==> config.mk <==
export PLATFORM = sky130hd
export DESIGN_NAME = vec_normalize_flat
export DESIGN_NICKNAME = d
export VERILOG_FILES = /design/src/rtl/vec_normalize_if.sv /design/src/rtl/vec_normalize.sv /design/src/flat_wrapper.sv
export SDC_FILE = /design/constraint.sdc
export NUM_CORES = 2
export LEC_CHECK = 0
export CAP_MARGIN = 20
export CORE_ASPECT_RATIO = 0.9
export CORE_UTILIZATION = 40
export DETAILED_ROUTE_END_ITERATION = 12
export MAX_ROUTING_LAYER = met4
export PLACE_DENSITY_LB_ADDON = 0.1
export SLEW_MARGIN = 0
export SYNTH_ARGS = -nofsm -noshare
export SYNTH_HDL_FRONTEND = slang
export SYNTH_SLANG_ARGS = --single-unit
==> constraint.sdc <==
create_clock -name clk -period 29.2 [get_ports clk]
set_clock_uncertainty 0.1 [all_clocks]
set_input_delay 5.84 -clock clk [delete_from_list [all_inputs] [get_ports clk]]
set_output_delay 5.84 -clock clk [all_outputs]
set_load 0.05 [all_outputs]
==> src/rtl/vec_normalize_if.sv <==
// rtl/vec_normalize_if.sv - handshake bundle for the vector normaliser
interface vec_normalize_if #(
    parameter int INT_WIDTH   = 12,
    parameter int FRACT_WIDTH = 4,
    parameter int N           = 4
);
    localparam int W = INT_WIDTH + FRACT_WIDTH;

    logic           in_valid;
    logic           in_ready;
    logic [N*W-1:0] in_vec;
    logic           out_valid;
    logic           out_ready;
    logic [N*W-1:0] out_vec;
    logic           out_sat;
    logic           isq_valid;
    logic           isq_ready;
    logic [W-1:0]   isq_data;
    logic [W-1:0]   isq_result;
    logic           isq_result_valid;
    logic           isq_result_ready;

    modport slave (
        input  in_valid, in_vec, out_ready, isq_ready, isq_result, isq_result_valid,
        output in_ready, out_valid, out_vec, out_sat, isq_valid, isq_data, isq_result_ready
    );

    modport master (
        output in_valid, in_vec, out_ready, isq_ready, isq_result, isq_result_valid,
        input  in_ready, out_valid, out_vec, out_sat, isq_valid, isq_data, isq_result_ready
    );
endinterface

==> src/rtl/vec_normalize.sv <==
// rtl/vec_normalize.sv - fixed-point vector normaliser driving an external 1/sqrt unit
module vec_normalize #(
    parameter int INT_WIDTH   = 12,
    parameter int FRACT_WIDTH = 4,
    parameter int N           = 4
) (
    input  logic          clk,
    input  logic          rst_n,
    vec_normalize_if.slave bus
);
    localparam int W  = INT_WIDTH + FRACT_WIDTH;
    localparam int IW = (N > 1) ? $clog2(N) : 1;

    typedef enum logic [2:0] {
        ST_IDLE,
        ST_SQUARE,
        ST_REQUEST,
        ST_WAIT,
        ST_SCALE,
        ST_OUTPUT
    } state_t;

    state_t state, state_nxt;

    logic [N*W-1:0]        vec_q;
    logic [N*W-1:0]        out_vec_q;
    logic [IW-1:0]         idx;
    logic [W-1:0]          acc;
    logic [W-1:0]          acc_nxt;
    logic [W-1:0]          res_q;
    logic [W-1:0]          scaled;
    logic                  sat;
    logic                  acc_ovf;
    logic                  pos_ovf;
    logic                  neg_ovf;
    logic                  last;
    logic signed [W-1:0]   elem;
    logic signed [2*W-1:0] sq;
    logic [2*W:0]          sum_wide;
    logic signed [2*W:0]   prod;
    logic signed [2*W:0]   prod_sh;

    assign elem = vec_q[int'(idx)*W +: W];
    assign last = (idx == IW'(N - 1));

    // Squares are never negative, so the shifted product adds straight into the unsigned sum.
    assign sq       = elem * elem;
    assign sum_wide = {1'b0, sq >>> FRACT_WIDTH} + {{(W + 1){1'b0}}, acc};
    assign acc_ovf  = |sum_wide[2*W:W];
    assign acc_nxt  = acc_ovf ? {W{1'b1}} : sum_wide[W-1:0];

    // res_q is zero-extended so a full-scale 1/sqrt is not read as negative.
    assign prod    = elem * $signed({1'b0, res_q});
    assign prod_sh = prod >>> FRACT_WIDTH;
    assign pos_ovf = !prod_sh[2*W] && (|prod_sh[2*W-1:W-1]);
    assign neg_ovf = prod_sh[2*W] && !(&prod_sh[2*W-1:W-1]);
    assign scaled  = pos_ovf ? {1'b0, {(W - 1){1'b1}}} :
                     neg_ovf ? {1'b1, {(W - 1){1'b0}}} : prod_sh[W-1:0];

    assign bus.in_ready         = rst_n && (state == ST_IDLE);
    assign bus.out_valid        = (state == ST_OUTPUT);
    assign bus.out_vec          = out_vec_q;
    assign bus.out_sat          = sat && (state == ST_OUTPUT);
    assign bus.isq_valid        = (state == ST_REQUEST);
    assign bus.isq_data         = acc;
    assign bus.isq_result_ready = (state == ST_WAIT);

    always_ff @(posedge clk or negedge rst_n) begin
        if (!rst_n) begin
            state <= ST_IDLE;
        end else begin
            state <= state_nxt;
        end
    end

    always_comb begin
        state_nxt = state;
        case (state)
            ST_IDLE:    if (bus.in_valid) state_nxt = ST_SQUARE;
            ST_SQUARE:  if (last) state_nxt = (acc_nxt == '0) ? ST_OUTPUT : ST_REQUEST;
            ST_REQUEST: if (bus.isq_ready) state_nxt = ST_WAIT;
            ST_WAIT:    if (bus.isq_result_valid) state_nxt = ST_SCALE;
            ST_SCALE:   if (last) state_nxt = ST_OUTPUT;
            ST_OUTPUT:  if (bus.out_ready) state_nxt = ST_IDLE;
            default:    state_nxt = ST_IDLE;
        endcase
    end

    always_ff @(posedge clk or negedge rst_n) begin
        if (!rst_n) begin
            vec_q     <= '0;
            out_vec_q <= '0;
            idx       <= '0;
            acc       <= '0;
            res_q     <= '0;
            sat       <= 1'b0;
        end else begin
            case (state)
                ST_IDLE: begin
                    if (bus.in_valid) begin
                        vec_q <= bus.in_vec;
                        acc   <= '0;
                        idx   <= '0;
                        sat   <= 1'b0;
                    end
                end
                ST_SQUARE: begin
                    acc <= acc_nxt;
                    if (acc_ovf) sat <= 1'b1;
                    idx <= last ? '0 : idx + IW'(1);
                    if (last && acc_nxt == '0) out_vec_q <= '0;
                end
                ST_WAIT: begin
                    if (bus.isq_result_valid) res_q <= bus.isq_result;
                end
                ST_SCALE: begin
                    out_vec_q[int'(idx)*W +: W] <= scaled;
                    if (pos_ovf || neg_ovf) sat <= 1'b1;
                    idx <= last ? '0 : idx + IW'(1);
                end
                default: begin
                end
            endcase
        end
    end
endmodule

==> src/flat_wrapper.sv <==
// flat-port wrapper written by rule: the top's interface ports become plain ports
module vec_normalize_flat 
#(
    parameter int INT_WIDTH   = 12,
    parameter int FRACT_WIDTH = 4,
    parameter int N           = 4
)
  (clk, rst_n, bus_in_valid, bus_in_vec, bus_out_ready, bus_isq_ready, bus_isq_result, bus_isq_result_valid, bus_in_ready, bus_out_valid, bus_out_vec, bus_out_sat, bus_isq_valid, bus_isq_data, bus_isq_result_ready);
  vec_normalize_if #(.INT_WIDTH(INT_WIDTH), .FRACT_WIDTH(FRACT_WIDTH), .N(N)) bus_i ();
  input  logic clk;
  input  logic rst_n;
  input wire logic [$bits(bus_i.in_valid)-1:0] bus_in_valid;
  input wire logic [$bits(bus_i.in_vec)-1:0] bus_in_vec;
  input wire logic [$bits(bus_i.out_ready)-1:0] bus_out_ready;
  input wire logic [$bits(bus_i.isq_ready)-1:0] bus_isq_ready;
  input wire logic [$bits(bus_i.isq_result)-1:0] bus_isq_result;
  input wire logic [$bits(bus_i.isq_result_valid)-1:0] bus_isq_result_valid;
  output wire logic [$bits(bus_i.in_ready)-1:0] bus_in_ready;
  output wire logic [$bits(bus_i.out_valid)-1:0] bus_out_valid;
  output wire logic [$bits(bus_i.out_vec)-1:0] bus_out_vec;
  output wire logic [$bits(bus_i.out_sat)-1:0] bus_out_sat;
  output wire logic [$bits(bus_i.isq_valid)-1:0] bus_isq_valid;
  output wire logic [$bits(bus_i.isq_data)-1:0] bus_isq_data;
  output wire logic [$bits(bus_i.isq_result_ready)-1:0] bus_isq_result_ready;
  assign bus_i.in_valid = bus_in_valid;
  assign bus_i.in_vec = bus_in_vec;
  assign bus_i.out_ready = bus_out_ready;
  assign bus_i.isq_ready = bus_isq_ready;
  assign bus_i.isq_result = bus_isq_result;
  assign bus_i.isq_result_valid = bus_isq_result_valid;
  assign bus_in_ready = bus_i.in_ready;
  assign bus_out_valid = bus_i.out_valid;
  assign bus_out_vec = bus_i.out_vec;
  assign bus_out_sat = bus_i.out_sat;
  assign bus_isq_valid = bus_i.isq_valid;
  assign bus_isq_data = bus_i.isq_data;
  assign bus_isq_result_ready = bus_i.isq_result_ready;
  vec_normalize #(.INT_WIDTH(INT_WIDTH), .FRACT_WIDTH(FRACT_WIDTH), .N(N)) u_core (.clk(clk), .rst_n(rst_n), .bus(bus_i));
endmodule
After elaboration in Yosys (flattened, before gate mapping)
Cells that the tools add are included.

storage, ports and cells
  output and inout bits = 85
  input bits = 86
  register bits after elaboration = 166
  logic and storage cells = 78

cells by class
  $mul = 2
  muxes and demuxes = 23
  shifts and indexed selects = 3
  reduce and logical (&&, ||, !) cells = 25
  eq/ne operators = 15
  $add $sub $neg = 3

operators by type and width
  kind                      count
  $pmux 64 s2               1
  $bwmux 64                 1
  $mux 16                   4
  $mux 64                   1
  $shift 16x33->64 const A  1
  $shiftx 16x33->64         1
  $shiftx 64x7->16          1
  $add 32x16->33            1
  $mul 16x17->33            1
  $neg 6->33                1
  $mul 16x16->32            1
  $pmux 16 s2               1
  $mux 3                    7
  $pmux 3 s6                1
  $reduce_or 17->1          1
  $logic_not 16->1          1
  $reduce_and 14->1         1
  $reduce_or 14->1          1
  $ne 2x1->1 const B        5
  $reduce_and 2->1          5
  $ne 2x2->1 const B        4
  $eq 3x2->1 const B        2
  $eq 3x3->1 const B        2
  $reduce_and 6->1          1
  15 further kinds          25

Longest topological paths before layout
  word-level depth = 10
  depth in mapped cells = 38
  mapped depth without buffers = 33

Least setup slack after synthesis
Ideal clock, no wire load.

  kind = input port to output port
  start = in rst_n
  end = out bus_in_ready
  slack = 17.013 ns
  arrival = 6.247 ns
  data required time = 23.260 ns
  stages = 1
  path buffers = 0
  cells stage by stage = and2_1

on the way
  word-level cells in the longest chain between the ends = 1

ends and longest elaborated chain
  element             RTL line             text
  start: declaration  flat_wrapper.sv:11   input logic rst_n;
  $logic_and 1x1->1   vec_normalize.sv:60  assign bus.in_ready = rst_n && (state == ST_IDLE);
  end: declaration    flat_wrapper.sv:18   output wire logic [$bits(bus_i.in_ready)-1:0] bus_in_ready;

No other way between the ends.

Worst setup path in the final report
Same ends and word-level chain as after synthesis.

==> key figures <==
Outcome
  – Run status: complete, no violations

Worst setup path
  – Reg2reg start: u_core.idx[0]
  – Slowest CP cell: clkdlybuf4s50_1
  – Max Fanout on Critical Path: 95
  – Critical path arrival: 7580 ps
  – Critical Path Max Stage Delay: 810 ps
  – Worst EP required: 23,260 ps
  – Worst path top cell family by delay: buffers and inverters
  – RR Endpoint: u_core.bus.out_vec[29]
  – CP Class: input pin to output pin
  – CP startpoint kind: input pin
  – Register-to-Register Path Depth: 32
  – Crit path buf inv count: 2
  – Cell Chain, Critical Path: buf_6, and2_1, clkdlybuf4s50_1
  – Worst setup EP type: output pin
  – R2R setup slack: 18,100 ps

Logic synthesis
  – Largest family of logic cells by synthesized area: adder cells
  – Seq/Total Area, Yosys: 0.158
  – EDFF count, synth: 0
  – Post-synthesis mux area share: 0.0248
  – Synth Cell Area: 26,300 um2
  – Area contributors post-synth: fa_1 33%, dfrtp_1 16%, ha_1 11%, inv_1 8.2%, nand2_1 7.6%
  – Async set or reset register ratio after synthesis: 1.00
  – Post-synthesis xor/xnor area fraction: 0.0253
  – Post-synthesis simple-gate area fraction: 0.160
  – Compound-cell area share of the yosys netlist: 0.0955
  – Synth Area in Adders: 0.435
  – Yosys synthesis warning count: 0
  – Top FF cell, synth: dfrtp_1
  – Register bit total from synthesis: 166
  – Cell taking the most area after synthesis: fa_1
  – Syn Nets: 3,677
  – Syn Area/Cell: 8.97 um2
  – Cells after synthesis: 2,934
  – Yosys top cell area share: 0.327
  – Unique masters post-synth: 81

Drt
  – Iter 0 DRT Violations: 1,230
  – Met3 wire len: 2.86 mm
  – Via count of the routed design: 20,200
  – Via/cell ratio: 5.17
  – WL final: 71.5 mm
  – Met1 WL: 35.6 mm
  – DR top layer: met4
  – Drt pass-1 iters: 5
  – Wire length per cell: 18.4 um
  – # DRC: 0
  – DR WL met2: 32.2 mm
  – Post-route ant nets: 0

Global routing
  – First-pass GRT wire length: 119 mm
  – Antenna violations before repair: 1
  – Gr usage total: 0.233
  – Vias in the first global route: 21,800
  – Aggregate global routing overflow: 0
  – Largest net degree at the start of global routing: 96

Min path
  – Worst hold start: u_core.vec_q[8]
  – Hold Crit Depth: 2
  – Hold Path End: u_core.vec_q[8]
  – Hold WC Path Type: flip-flop to flip-flop

Die
  – Die ar.: 66,800 um2
  – Total core area: 64,600 um2
  – Num ports: 171
  – Initial Util: 0.407
  – Vert. Die Dim: 245 um
  – Chip width: 272 um
  – # rows: 88

Clocking
  – CTS sink cnt: 166
  – CTS Hold Bufs: 0
  – TritonCTS clock tree: yes
  – H-tree Lvls: 4
  – CTS resizes: 0
  – Clock Path Buffers: 2
  – Setup Fix Bufs, Post-CTS: 0
  – Root Buffer: clkbuf_16
  – Clock Pin Slew Worst Setup and Hold Paths: 70 ps
  – Clk_lat worst skew: 450 ps
  – CTS Buf Count: 17

Finish
  – Share of layout cells above drive strength 1: 0.0438
  – Layout net count: 3,770
  – Core Util, Final: 0.455
  – Synth-to-layout area growth: 11.8%
  – Ant. Diodes: 0

STA
  – Slew @ Worst Pin: 1150 ps
  – Pins Over Slew Limit: 0
  – Worst slew margin: 0.228
  – Minimum clock period: 13,520 ps
  – Final Hold Fails: 0
  – RSZ-0062 raised after global routing: no
  – Final worst-path cycle share: 0.463
  – Setup violators final: 0
  – Setup TNS: 0 ps
  – Fmax: 74.0 MHz

Place
  – I/O Buffers: 170
  – Post-DP HPWL: 55.7 mm
  – Routability cong.: 0.917

Flow run
  – Max-Cap Viols: 0
==> metal layers <==
metal / track usage / vias to the layer above
met3: 0.0172 / 52
li1: - / 9365
met5: - / -
met4: 0.0406 / 0
met1: 0.341 / 10300
met2: 0.357 / 488
==> logic make-up (layout without fill, tap and decap cells) <==
family / after synthesis / in the layout
adders and majority gates: 657 / 657
muxes: 44 / 44
buffers and inverters: 702 / 808
and+or+nand+nor: 903 / 903
AOI/OAI and AO/OA: 386 / 386
xor gates and xnor gates: 76 / 76
DFF: 166 / 166
==> flip-flops by register name, indices dropped and copies added (netlist names) <==
| signal | cells |
|---|---|
| u_core.bus.out_vec | 64 |
| u_core.vec_q | 64 |
| u_core.bus.isq_data | 16 |
| u_core.res_q | 16 |
| u_core.state | 3 |
| u_core.idx | 2 |
| u_core.sat | 1 |
==> cell usage in the layout (no fill, tap or decap), types with 30 or more instances in the layout <==
| master | n |
|---|---|
| o22ai_1 | 67 |
| nor2_1 | 55 |
| o21ai_0 | 51 |
| inv_1 | 576 |
| and2_1 | 152 |
| clkdlybuf4s50_1 | 169 |
| buf_4 | 30 |
| nand2b_1 | 38 |
| nand2_1 | 534 |
| dfrtp_1 | 166 |
| ha_1 | 227 |
| xnor2_1 | 52 |
| fa_1 | 430 |
| a21oi_1 | 119 |
==> cell type report <==
cell class	count	area [um2]
inverter	576	2160
tap	855	1070
fill	6239	35200
multi-input combinational	2066	19500
sequential	166	4150
clock inverter	15	194
timing repair buffer	200	1930
clock buffer	17	425
==> cell usage after synthesis, types with 6 or more instances <==
cell and n:
a31oi_1 7, a21oi_2 10, inv_1 576, a21boi_0 7, a211oi_1 8, a21o_1 21, nand2b_1 38, o22ai_1 67
mux2_2 19, a21oi_1 119, and2_1 153, nor2b_1 8, nor3_1 16, o211ai_1 9, o21ai_0 52, and4_1 8
clkbuf_1 109, nor2_1 55, a31o_2 7, fa_1 430, or3_1 8, and3_1 14, nand3_1 24, o31ai_1 6
dfrtp_1 166, nand4_1 13, xnor2_1 52, o21a_1 13, ha_1 227, o21bai_1 11, nand2_1 535, buf_4 6
mux4_2 15, xor2_1 24, mux2i_1 10
==> tightest hold or removal path: stages (launching register included) <==
cell     delay, ps
dfrtp_1        340
nand2_1         50
nand2_1         50
==> worst max path at each step <==
| stage | cells after the start | slack (ps) | start | end |
|---|---|---|---|---|
| 4_1_cts | 3 | 15640 | rst_n | bus_in_ready |
| 6_report | 3 | 15680 | rst_n | bus_in_ready |
| 5_1_grt | 3 | 15520 | rst_n | bus_in_ready |
| 3_5_place_dp | 3 | 15660 | rst_n | bus_in_ready |
| 2_1_floorplan | 1 | 17010 | rst_n | bus_in_ready |
| 3_3_place_gp | 3 | 15680 | rst_n | bus_in_ready |
==> through the flow <==
step	hold WS, ps	instances	cell area, um2	setup WS, ps
5_1_grt	399	3895	29400	15520
6_report	373	3895	29400	15680
4_1_cts	378	3894	29400	15640
3_3_place_gp	354	3862	28800	15680
3_5_place_dp	359	3862	28800	15660
2_1_floorplan	340	2934	26300	17010
Power is not shown: default switching activity piles up to over one toggle a cycle in this logic, so the estimate is an artifact.
